File: config.mk
export PLATFORM = sky130hd
export DESIGN_NAME = alu_issue_stage
export DESIGN_NICKNAME = d
export VERILOG_FILES = /design/src/rtl/cpu_pkg.sv /design/src/rtl/alu_ctrl_decode.sv /design/src/rtl/alu_issue_stage.sv
export SDC_FILE = /design/constraint.sdc
export NUM_CORES = 1
export LEC_CHECK = 0
export CORE_MARGIN = 2
export CORE_UTILIZATION = 55
export DETAILED_ROUTE_END_ITERATION = 6
export MAX_ROUTING_LAYER = met4
export PLACE_DENSITY = 0.87
export SYNTH_ARGS = -nofsm -noshare
export SYNTH_HDL_FRONTEND = slang
export SYNTH_SLANG_ARGS = --single-unit
File: constraint.sdc
create_clock -name clk -period 5.12 [get_ports clk]
set_clock_uncertainty 0.2 [all_clocks]
set_input_delay 0.512 -clock clk [delete_from_list [all_inputs] [get_ports clk]]
set_output_delay 0.512 -clock clk [all_outputs]
set_load 0.01 [all_outputs]
File: src/rtl/cpu_pkg.sv
// Shared CPU definitions: ALU control codes, default datapath widths and the
// occupancy state type used by the issue stage.
package cpu_pkg;

  localparam int DATA_W = 32;
  localparam int REG_AW = 5;
  localparam int IMM_W  = 16;

  localparam logic [3:0] ALU_ADD     = 4'd0;
  localparam logic [3:0] ALU_SUB     = 4'd1;
  localparam logic [3:0] ALU_AND     = 4'd2;
  localparam logic [3:0] ALU_OR      = 4'd3;
  localparam logic [3:0] ALU_XOR     = 4'd4;
  localparam logic [3:0] ALU_SLL     = 4'd5;
  localparam logic [3:0] ALU_SRL     = 4'd6;
  localparam logic [3:0] ALU_MUL     = 4'd7;
  localparam logic [3:0] ALU_EQ      = 4'd8;
  localparam logic [3:0] ALU_ILLEGAL = 4'hF;

  typedef enum logic [1:0] {
    EMPTY = 2'd0,
    ONE   = 2'd1,
    TWO   = 2'd2
  } occ_state_e;

endpackage

File: src/rtl/alu_ctrl_decode.sv
// Combinational decode of the issue funct field into the ALU control code;
// unknown functs map to the illegal code so the ALU produces zero.
module alu_ctrl_decode (
  input  logic [3:0] funct,
  output logic [3:0] alu_ctrl,
  output logic       illegal
);
  import cpu_pkg::*;

  always_comb begin
    alu_ctrl = funct;
    illegal  = 1'b0;
    if (funct > ALU_EQ) begin
      alu_ctrl = ALU_ILLEGAL;
      illegal  = 1'b1;
    end
  end

endmodule

File: src/rtl/alu_issue_stage.sv
// Issue stage feeding the ALU: decodes, selects/forwards operands and holds up
// to two ops (head + skid) behind valid/ready handshakes on both sides.
module alu_issue_stage #(
  parameter int DATA_W = cpu_pkg::DATA_W,
  parameter int REG_AW = cpu_pkg::REG_AW,
  parameter int IMM_W  = cpu_pkg::IMM_W
) (
  input  logic              clk,
  input  logic              rst_n,
  input  logic              in_valid,
  output logic              in_ready,
  input  logic [3:0]        in_funct,
  input  logic              in_use_imm,
  input  logic [IMM_W-1:0]  in_imm,
  input  logic [REG_AW-1:0] in_rs1,
  input  logic [REG_AW-1:0] in_rs2,
  input  logic [REG_AW-1:0] in_rd,
  input  logic [DATA_W-1:0] in_rs1_data,
  input  logic [DATA_W-1:0] in_rs2_data,
  input  logic [DATA_W-1:0] fwd_result,
  output logic              out_valid,
  input  logic              out_ready,
  output logic [3:0]        out_alu_ctrl,
  output logic [DATA_W-1:0] out_a,
  output logic [DATA_W-1:0] out_b,
  output logic [REG_AW-1:0] out_rd,
  output logic              out_illegal
);
  import cpu_pkg::*;

  typedef struct packed {
    logic [3:0]        alu_ctrl;
    logic              illegal;
    logic [DATA_W-1:0] a;
    logic [DATA_W-1:0] b;
    logic [REG_AW-1:0] rd;
  } entry_t;

  occ_state_e state_q, state_d;
  entry_t     head_q, skid_q, cap_entry;
  logic       in_ready_q;
  logic       accept, consume;
  logic       head_from_in, head_from_skid, skid_load;
  logic [3:0] cap_ctrl;
  logic       cap_illegal;
  logic       fwd_a, fwd_b;
  logic [DATA_W-1:0] imm_sext;

  alu_ctrl_decode u_decode (
    .funct    (in_funct),
    .alu_ctrl (cap_ctrl),
    .illegal  (cap_illegal)
  );

  assign out_valid = (state_q != EMPTY);
  assign in_ready  = in_ready_q;
  assign accept    = in_valid & in_ready_q;
  assign consume   = out_valid & out_ready;

  // The head's result is still on fwd_result even in the cycle it is consumed.
  assign fwd_a    = out_valid & (in_rs1 != '0) & (in_rs1 == head_q.rd);
  assign fwd_b    = out_valid & (in_rs2 != '0) & (in_rs2 == head_q.rd);
  assign imm_sext = {{(DATA_W-IMM_W){in_imm[IMM_W-1]}}, in_imm};

  always_comb begin
    cap_entry.alu_ctrl = cap_ctrl;
    cap_entry.illegal  = cap_illegal;
    cap_entry.a        = fwd_a ? fwd_result : in_rs1_data;
    cap_entry.b        = in_use_imm ? imm_sext : (fwd_b ? fwd_result : in_rs2_data);
    cap_entry.rd       = in_rd;
  end

  always_comb begin
    state_d        = state_q;
    head_from_in   = 1'b0;
    head_from_skid = 1'b0;
    skid_load      = 1'b0;
    case (state_q)
      EMPTY: begin
        if (accept) begin
          state_d      = ONE;
          head_from_in = 1'b1;
        end
      end
      ONE: begin
        case ({accept, consume})
          2'b10: begin
            state_d   = TWO;
            skid_load = 1'b1;
          end
          2'b01:   state_d      = EMPTY;
          2'b11:   head_from_in = 1'b1;
          default: state_d      = ONE;
        endcase
      end
      TWO: begin
        if (consume) begin
          state_d        = ONE;
          head_from_skid = 1'b1;
        end
      end
      default: state_d = EMPTY;
    endcase
  end

  always_ff @(posedge clk or negedge rst_n) begin
    if (!rst_n) begin
      state_q    <= EMPTY;
      in_ready_q <= 1'b1;
      head_q     <= '0;
      skid_q     <= '0;
    end else begin
      state_q    <= state_d;
      in_ready_q <= (state_d != TWO);
      if (head_from_in)
        head_q <= cap_entry;
      else if (head_from_skid)
        head_q <= skid_q;
      if (skid_load)
        skid_q <= cap_entry;
    end
  end

  assign out_alu_ctrl = head_q.alu_ctrl;
  assign out_illegal  = head_q.illegal;
  assign out_a        = head_q.a;
  assign out_b        = head_q.b;
  assign out_rd       = head_q.rd;

endmodule

## Word-level counts from Yosys, hierarchy flattened

Cells that the tools add are included.

- Bits in registers: 151
- Latch bits: 0
- Memory bits (writable): 0
- ROM bits: 0
- Bits of input ports: 136
- Output and inout port bits: 76
- Word-level logic and storage cells: 50
- Memories kept: 0

- Add/sub/neg operators: 0
- $mul: 0
- Div/mod/pow operators: 0
- Order comparisons: 1
- Equality and inequality tests: 8
- Shifts and indexed selects: 0
- Multiplexer cells: 18
- Bitwise logic cells: 6
- Reductions and logical operators: 5

Operators with widths:

| cell | count |
|---|---|
| $mux 74 | 2 |
| $mux 32 | 3 |
| $pmux 2 s3 | 2 |
| $eq 5x5->1 | 2 |
| $reduce_bool 5->1 | 2 |
| $mux 1 | 7 |
| $and 1x1->1 | 6 |
| $eq 2x2->1 const B | 3 |
| $eq 2x1->1 const B | 2 |
| $gt 4x4->1 const B | 1 |
| $mux 2 | 2 |
| $mux 4 | 1 |
| $reduce_bool 2->1 | 2 |
| $logic_not 2->1 | 1 |
| $ne 2x2->1 const B | 1 |
| $pmux 1 s2 | 1 |

## Longest topological paths before layout

Gate-level depths: netlist of run 1.

- Depth in word-level cells: 6
- Mapped depth: 8
- Gate-level depth less buffers: 4

## Cells and area by module

Synthesis of run 1 repeated with hierarchy kept, for this count alone.

- Cell total of the unflattened synthesis: 794
- Area total of the unflattened synthesis: 7598.5 um^2

By module, submodules not included:

| module | times used | cells each | area each (um^2) | seq. area each (um^2) |
|---|---|---|---|---|
| alu_issue_stage | 1 | 786 | 7552.2 | 3779.9 |
| alu_ctrl_decode | 1 | 8 | 46.3 | 0.0 |

## Worst setup path before layout of run 1

Ideal clock, no wire load.

- Path type: input to register
- From: input in_rs1[4]
- To: register head_q, in the netlist out_a[20]
- Library setup time: 0.069 ns
- Data arrival time: 1.732 ns
- Required time: 4.851 ns
- Path slack: 3.119 ns
- Stages: 6
- Path buffers: 2
- Path through: or2_1 -> o21a_1 -> buf_6 -> buf_6 -> or4_1 -> nand3_1

- Longest elaborated chain between the ends: 5
- Elaborated cells between the ends (all ways): 6
- Classes of those cells: eq/ne (1); mux (2); bitwise (2); reduce/logical (1)

RTL lines:

| what | line | source |
|---|---|---|
| from (decl) | alu_issue_stage.sv:15 | `input logic [REG_AW-1:0] in_rs1,` |
| $reduce_bool 5->1 | alu_issue_stage.sv:61 | `assign fwd_a = out_valid & (in_rs1 != '0) & (in_rs1 == head_q.rd);` |
| $and 1x1->1 | alu_issue_stage.sv:61 |  |
| $and 1x1->1 * | alu_issue_stage.sv:61 |  |
| $mux 32 * | alu_issue_stage.sv:68 | `cap_entry.a = fwd_a ? fwd_result : in_rs1_data;` |
| $mux 74 * | alu_issue_stage.sv:115 | `if (head_from_in)` |
| to (signal assigned) | alu_issue_stage.sv:116 | `head_q <= cap_entry;` |
| to (signal assigned) | alu_issue_stage.sv:118 | `head_q <= skid_q;` |
| to (decl) | alu_issue_stage.sv:40 | `entry_t head_q, skid_q, cap_entry;` |

Mark *: on every way between the ends. The rest lies on a longest branch, timed or not.
A chain may end at the register's enable or synchronous reset.

## Final worst setup path of run 1

- From: input out_ready
- To: register skid_q[28] (netlist bit)

- Longest elaborated chain between the ends: 4

RTL lines:

| what | line | source |
|---|---|---|
| from (decl) | alu_issue_stage.sv:22 | `input logic out_ready,` |
| $and 1x1->1 | alu_issue_stage.sv:58 | `assign consume = out_valid & out_ready;` |
| $eq 2x2->1 | alu_issue_stage.sv:86 | `case ({accept, consume})` |
| $mux 1 | alu_issue_stage.sv:86 |  |
| $mux 1 | alu_issue_stage.sv:78 | `case (state_q)` |
| to (signal assigned) | alu_issue_stage.sv:120 | `skid_q <= cap_entry;` |
| to (decl) | alu_issue_stage.sv:40 |  |

No other way between the ends.

==> metrics.cfg, run 1 <==
[die]
ios = 212
die_x_um = 131.5
die_area_um2 = 17290
coreArea_um2 = 15890
fp.dieH_um = 131.5
num_rows = 46
start_util_pct = 56.27

[cells_and_area]
areaGrowthSynthToFinish_pct = 31.03
post_route_cells_drive_above_1_share_pct = 7.350
fin_util_pct = 73.73
finalNetCount = 1293
antenna_cells = 0
final_area_um2 = 11710

[place]
pre_cts_ws_ns = 1.620
hpwl_mm = 19.60
placed_area_um2 = 11030
gp_congestion = 0.9699
port_buffers = 211

[synthesis]
synth_ff_type = dfrtp_1
postSynthCellCount = 1030
synth_area_leaders = dfrtp_1 42%, o311ai_0 5.2%, nand2_1 5.1%
ys_top_cells_by_count = 150 x dfrtp_1, 122 x nand2_1, 74 x clkbuf_1
yosysMostFrequentCell = dfrtp_1
yosys.area.top_type_share_pct = 41.99
yosys_warnings = 0
yosysTopAreaCell = dfrtp_1
synth.yosys.seq_area_share_pct = 42.29
synth-edff-count = 0
avgSynthCellArea_um2 = 8.678
synth_fp_nets = 1166
synth.distinct_cells = 48
syn-cell-area_um2 = 8939
async_reset_ff_share_pct = 100.0
yosys_register_bits = 151

[detailed_routing]
routed_wl_mm = 31.20
wl_per_cell_um = 22.51
drt_iter0_drc = 1604
via_per_inst = 7.095
via_count = 9833
drc_errors = 2
dr.pass1.iters = 7
postRouteAntennaNets = 0

[clock_network]
cts_tree = yes
clock_latency_ns = 0.43
ctsRootBufferMaster = clkbuf_16
cts_buffers = 17
htree_levels = 4
cts.path.max_buffers = 2
cts-resized-gates = 0
clkTransAtPathRegs_ns = 0.06
clock_sinks = 151
postCtsSetupBuffers = 0

[sta]
setup_tns_ns = 0
slew_viol_final = 0
setup_viol = 0
fin_crit_sh_pct = 61.61
fin_crit_ns = 3.155
rsz0062_at_grt = false
hold_violations = 0
clock.fmax_ghz = 0.3170
worst_pin_slew_ns = 1.327
setup_ws_ns = 1.965
max_slew_margin_pct = 11.05

[worst_setup_path]
crit_type = input port to register
slowest_stage = or3_1
crit_chain = clkdlybuf4s50_1 -> nand2b_1 -> or3_1 -> nor2_1 -> a211oi_1
cp_max_fo = 34
cp.arrival_ns = 3.28
required_ns = 5.24
endpoint_kind = register
critical_path.max_stage_delay_ns = 0.99
startpoint_type = input port

[outcome]
violations = design-rule violations
status = finished, violations left

[power]
powerDensity_nw_per_um2 = 570.6
ir_worst_vdd_mv = 0.2873
p_leak_nw = 4.428
fin_total_pwr_mw = 6.683

[grt]
grt_pass1_wl_mm = 49.84
grt_start_max_net_pins = 84
first_global_vias = 9131
antenna_found_initial = 0
grt.overflow.total = 0
grt_use_total_pct = 36.56

[hold_path]
hold_path_class = register to register

[flow_run]
max-cap-violations = 0

worst paths after layout:
check / depth (start not counted) / slack [ns] / to / startpoint
worst max-delay path: 5 / 1.97 / skid_q[28] / out_ready
worst min-delay path: 2 / 0.28 / skid_q[3] / skid_q[3]
worst max register to register: 4 / 2.00 / skid_q[32] / state_q[1]
worst min register to register: 2 / 0.28 / skid_q[3] / skid_q[3]
max in group asynchronous: 3 / 3.19 / out_rd[2] / rst_n
min in group asynchronous: 2 / 0.51 / out_b[9] / rst_n
timing repair:
item | CTS | global route
endpoints found under the setup margin | 0 | 0
hold buffers | 1 | 0
hold endpoints to repair | 80 | 0
final cells by class:
class	count	area [um2]
clock buffers	21	480.5
flip-flops and latches	151	3780
multi-input cells	738	4617
repair buffers	239	2333
well taps	216	270.3
clock inverters	11	193.9
fillers	1183	4173
inverters	10	37.54
layout by cell type (no fill, tap or decap), drive strengths merged, types with 8 or more instances in the layout:
master         instances
a21oi                  9
nor2                  61
nand4                 68
a31oi                 56
a311oi                23
a2bb2oi               12
nor4                  18
buf                   29
a221oi                26
nor3                  24
nor4b                 18
o311ai                53
nand2b                 8
nand2                122
nand3                 68
o21ai                 34
o31ai                 33
and3                  22
inv                   10
clkbuf                21
or4                   10
a211oi                23
xnor2                  8
dfrtp                150
clkdlybuf4s50        209
cells by family (layout without fill, tap and decap cells):
family / after synthesis / after routing / synth area share [%]
and+or+nand+nor: 431 / 431 / 24.85
AOI/OAI and AO/OA: 287 / 287 / 23.78
DFF: 151 / 151 / 42.29
buffers and inverters: 141 / 281 / 6.873
muxes: 12 / 12 / 1.428
xor gates and xnor gates: 8 / 8 / 0.7839
through the flow:
step,std cells,hold slack (ns)
2_1_floorplan,1030,0.01641
3_3_place_gp,1353,0.2584
3_5_place_dp,1353,0.2632
4_1_cts,1386,0.2779
5_1_grt,1386,0.3110
6_report,1386,0.2773
critical path: cells and delay by family:
kind / cells / cell delay [ns]
buf+inv: 1 / 0.65
compound gates: 1 / 0.32
simple gates: 3 / 1.78
flip-flops by register name, summed over array words and instances, names as in the netlist:
signal and flops:
out_illegal 1, skid_q 74, in_ready 1, out_alu_ctrl 4, out_rd 5, state_q 2
out_a 32, out_b 32
power by group:
group          internal (mW)  switching, mW  leakage [nW]
combinational           1.29           1.79          2.35
clock                  0.918          0.518         0.329
sequential              1.77          0.399          1.75
total                   3.98           2.71          4.43
layer usage:
metal | track usage [%] | share of wire (%)
met5 | - | 0
met4 | 12.08 | 2.7
met3 | 8.063 | 13
met2 | 53.52 | 45
met1 | 50.65 | 39
Power figures use the tool's default switching activity.
==> run 2, diff against run 1 <==
CORE_UTILIZATION = 46   (was 55)
PLACE_DENSITY = 0.78   (was 0.87)
clock period = 2.5 ns   (was 5.12 ns; I/O delays follow)
==> run 2 against run 1 <==
Effect of this change:
- the flow now finishes without violations
- largest power group unchanged
- power is 110% higher
- register-to-register slack worse by 1.8 ns
- cell count rose by 6.5%
- largest cell class unchanged
- die area grew 19%
- hold slack worse by 0.093 ns
- via count down 1.1%
- critical path type is now register to primary output
- combinational power increased by 130%
==> metrics.cfg, run 2 (synthesis results as in run 1) <==
[outcome]
status = finished clean

[worst_setup_path]
cp_max_fo = 8  ; -76%
required_ns = 2.05  ; -3.19 ns
critPathTopFamily = buffers and inverters
startpoint_type = register
crit_type = register to primary output
cp.arrival_ns = 1.90  ; -1.38 ns
path_buf_inv = 3  ; +2
endpoint_kind = primary output
slowest_stage = clkdlybuf4s50_1
crit_chain = buf_4 -> nor2_2 -> inv_1 -> clkdlybuf4s50_1
critical_path.max_stage_delay_ns = 0.49  ; -0.50 ns

[power]
p_leak_nw = 4.669  ; +5.4%
ir_worst_vdd_mv = 0.5605  ; +95%
fin_total_pwr_mw = 13.96  ; +110%
powerDensity_nw_per_um2 = 1138  ; +99%

[flow_run]
max-cap-violations = 0  ; unchanged

[die]
die_x_um = 143.4  ; +9.1%
ios = 212  ; unchanged
num_rows = 50  ; +8.7%
coreArea_um2 = 18890  ; +19%
die_area_um2 = 20560  ; +19%
fp.dieH_um = 143.4  ; +9.1%
start_util_pct = 47.31  ; -9.0 points

[clock_network]
clkTransAtPathRegs_ns = 0.07  ; about the same
cts_buffers = 17  ; unchanged
cts_tree = yes
htree_levels = 4  ; unchanged
ctsRootBufferMaster = clkbuf_16
cts.path.max_buffers = 2  ; unchanged
clock_latency_ns = 0.43  ; about the same
clock_sinks = 151  ; unchanged

[sta]
slew_viol_final = 0  ; unchanged
clock.fmax_ghz = 0.4261
max_slew_margin_pct = 11.47  ; +0.42 points
fin_crit_sh_pct = 93.87
worst_pin_slew_ns = 1.321  ; -0.006265 ns
hold_violations = 0  ; unchanged
holdWs_ns = 0.1839  ; -0.09348 ns
setup_tns_ns = 0  ; unchanged
setup_viol = 0  ; unchanged
fin_crit_ns = 2.347
rsz0062_at_grt = false

[detailed_routing]
postRouteAntennaNets = 0  ; unchanged
via_per_inst = 6.591  ; -7.1%
drt_iter0_drc = 1380  ; -14%
via_count = 9729  ; -1.1%
drc_errors = 0  ; -2
dr.pass1.iters = 7  ; unchanged
wl_per_cell_um = 22.01  ; -2.2%
routed_wl_mm = 32.49  ; +4.1%

[cells_and_area]
stdcell_count = 1476  ; +6.5%
finalNetCount = 1338  ; +3.5%
mostFrequentLayoutCell = clkdlybuf4s50_1
layout_common_cells = 209 x clkdlybuf4s50_1, 150 x dfrtp_1, 122 x nand2_1
post_route_cells_drive_above_1_share_pct = 10.95  ; +3.6 points
top_register = skid_q
largest_reg_flops = 74  ; unchanged
fin_util_pct = 64.97  ; -8.8 points
areaGrowthSynthToFinish_pct = 37.33

[grt]
first_global_vias = 9136  ; +0.055%
grt_start_max_net_pins = 69  ; -18%
antenna_found_initial = 1  ; +1
grt_use_total_pct = 32.30  ; -4.3 points
grt.overflow.total = 0  ; unchanged
grt_pass1_wl_mm = 50.27  ; +0.87%

[hold_path]
hold_path_class = input port to asynchronous set/reset pin

[place]
port_buffers = 211  ; unchanged
gp_congestion = 0.9019  ; -7.0%
dp.cells = 1442  ; +6.6%
hpwl_mm = 21.48  ; +9.6%

run 2: cell types whose count changed in the layout (fill, tap and decap cells not counted), sizes merged:
cell and delta:
buf +45, clkinvlp +6, inv +6, bufinv -5, clkinv -4, clkbuf -3, diode +1
run 2: metal layers:
metal  global-route usage (%)  part of all wire [%]  up-vias
met4                    12.85                   2.9        0
li1                         -                     -     4356
met3                    5.565                    11       85
met2                    46.24                    45      663
met5                        -                     0        -
met1                    45.64                    41     4625
run 2: final cells by class:
| cell class | count | area, um2 |
|---|---|---|
| Inverter | 10 | 37.54 |
| Multi-Input combinational cell | 738 | 4628 |
| Fill cell | 1581 | 6618 |
| Clock inverter | 14 | 116.4 |
| Antenna cell | 1 | 2.502 |
| Timing Repair Buffer | 284 | 2947 |
| Tap cell | 260 | 325.3 |
| Sequential cell | 151 | 3780 |
| Clock buffer | 18 | 439.2 |
run 2: report_power, final:
part	switching, mW	internal, mW
Clock	1.14	1.32
Sequential	0.783	3.63
Combinational	3.85	3.24
run 2: worst reg2reg max path, stage by stage (launching register included):
cell,delay (ns)
dfrtp_1,0.51
nor2b_4,0.21
nor3_2,1.05
a221oi_1,0.11
nand3_1,0.15
run 2: path summary, 6_finish.rpt:
| check | start | endpoint | slack [ns] | cells after the start |
|---|---|---|---|---|
| worst min register to register | skid_q[4] | skid_q[4] | 0.27 | 2 |
| max in group asynchronous | rst_n | in_ready | 1.22 | 3 |
| worst max-delay path | state_q[1] | out_valid | 0.15 | 4 |
| worst min-delay path | rst_n | out_a[11] | 0.18 | 2 |
| min in group clk | in_rd[3] | skid_q[3] | 0.19 | 3 |
| worst max register to register | state_q[0] | out_b[15] | 0.20 | 4 |
run 2: metrics by stage:
step	area (um2)	setup slack (ns)
floorplan	8939	0.5754
global placement	11700	0.02940
detailed placement	11700	-0.02311
CTS	12270	0.03627
global route	12280	0.07670
finish	12280	0.1533
run 2: repair_timing:
action / in CTS / in global routing
hold buffers: 1 / 0
endpoints found under the hold margin: 56 / 0
buffers inserted: 0 / 0
endpoints found under the setup margin: 3 / 1
resized for setup: 1 / 1
==> run 3, diff against run 2 <==
GPL_ROUTABILITY_DRIVEN = 0   (was not set)
HOLD_SLACK_MARGIN = 0.03   (was not set)
==> results of run 3 <==
Same layout as run 2: the final DEF is identical, and so are final timing and power.
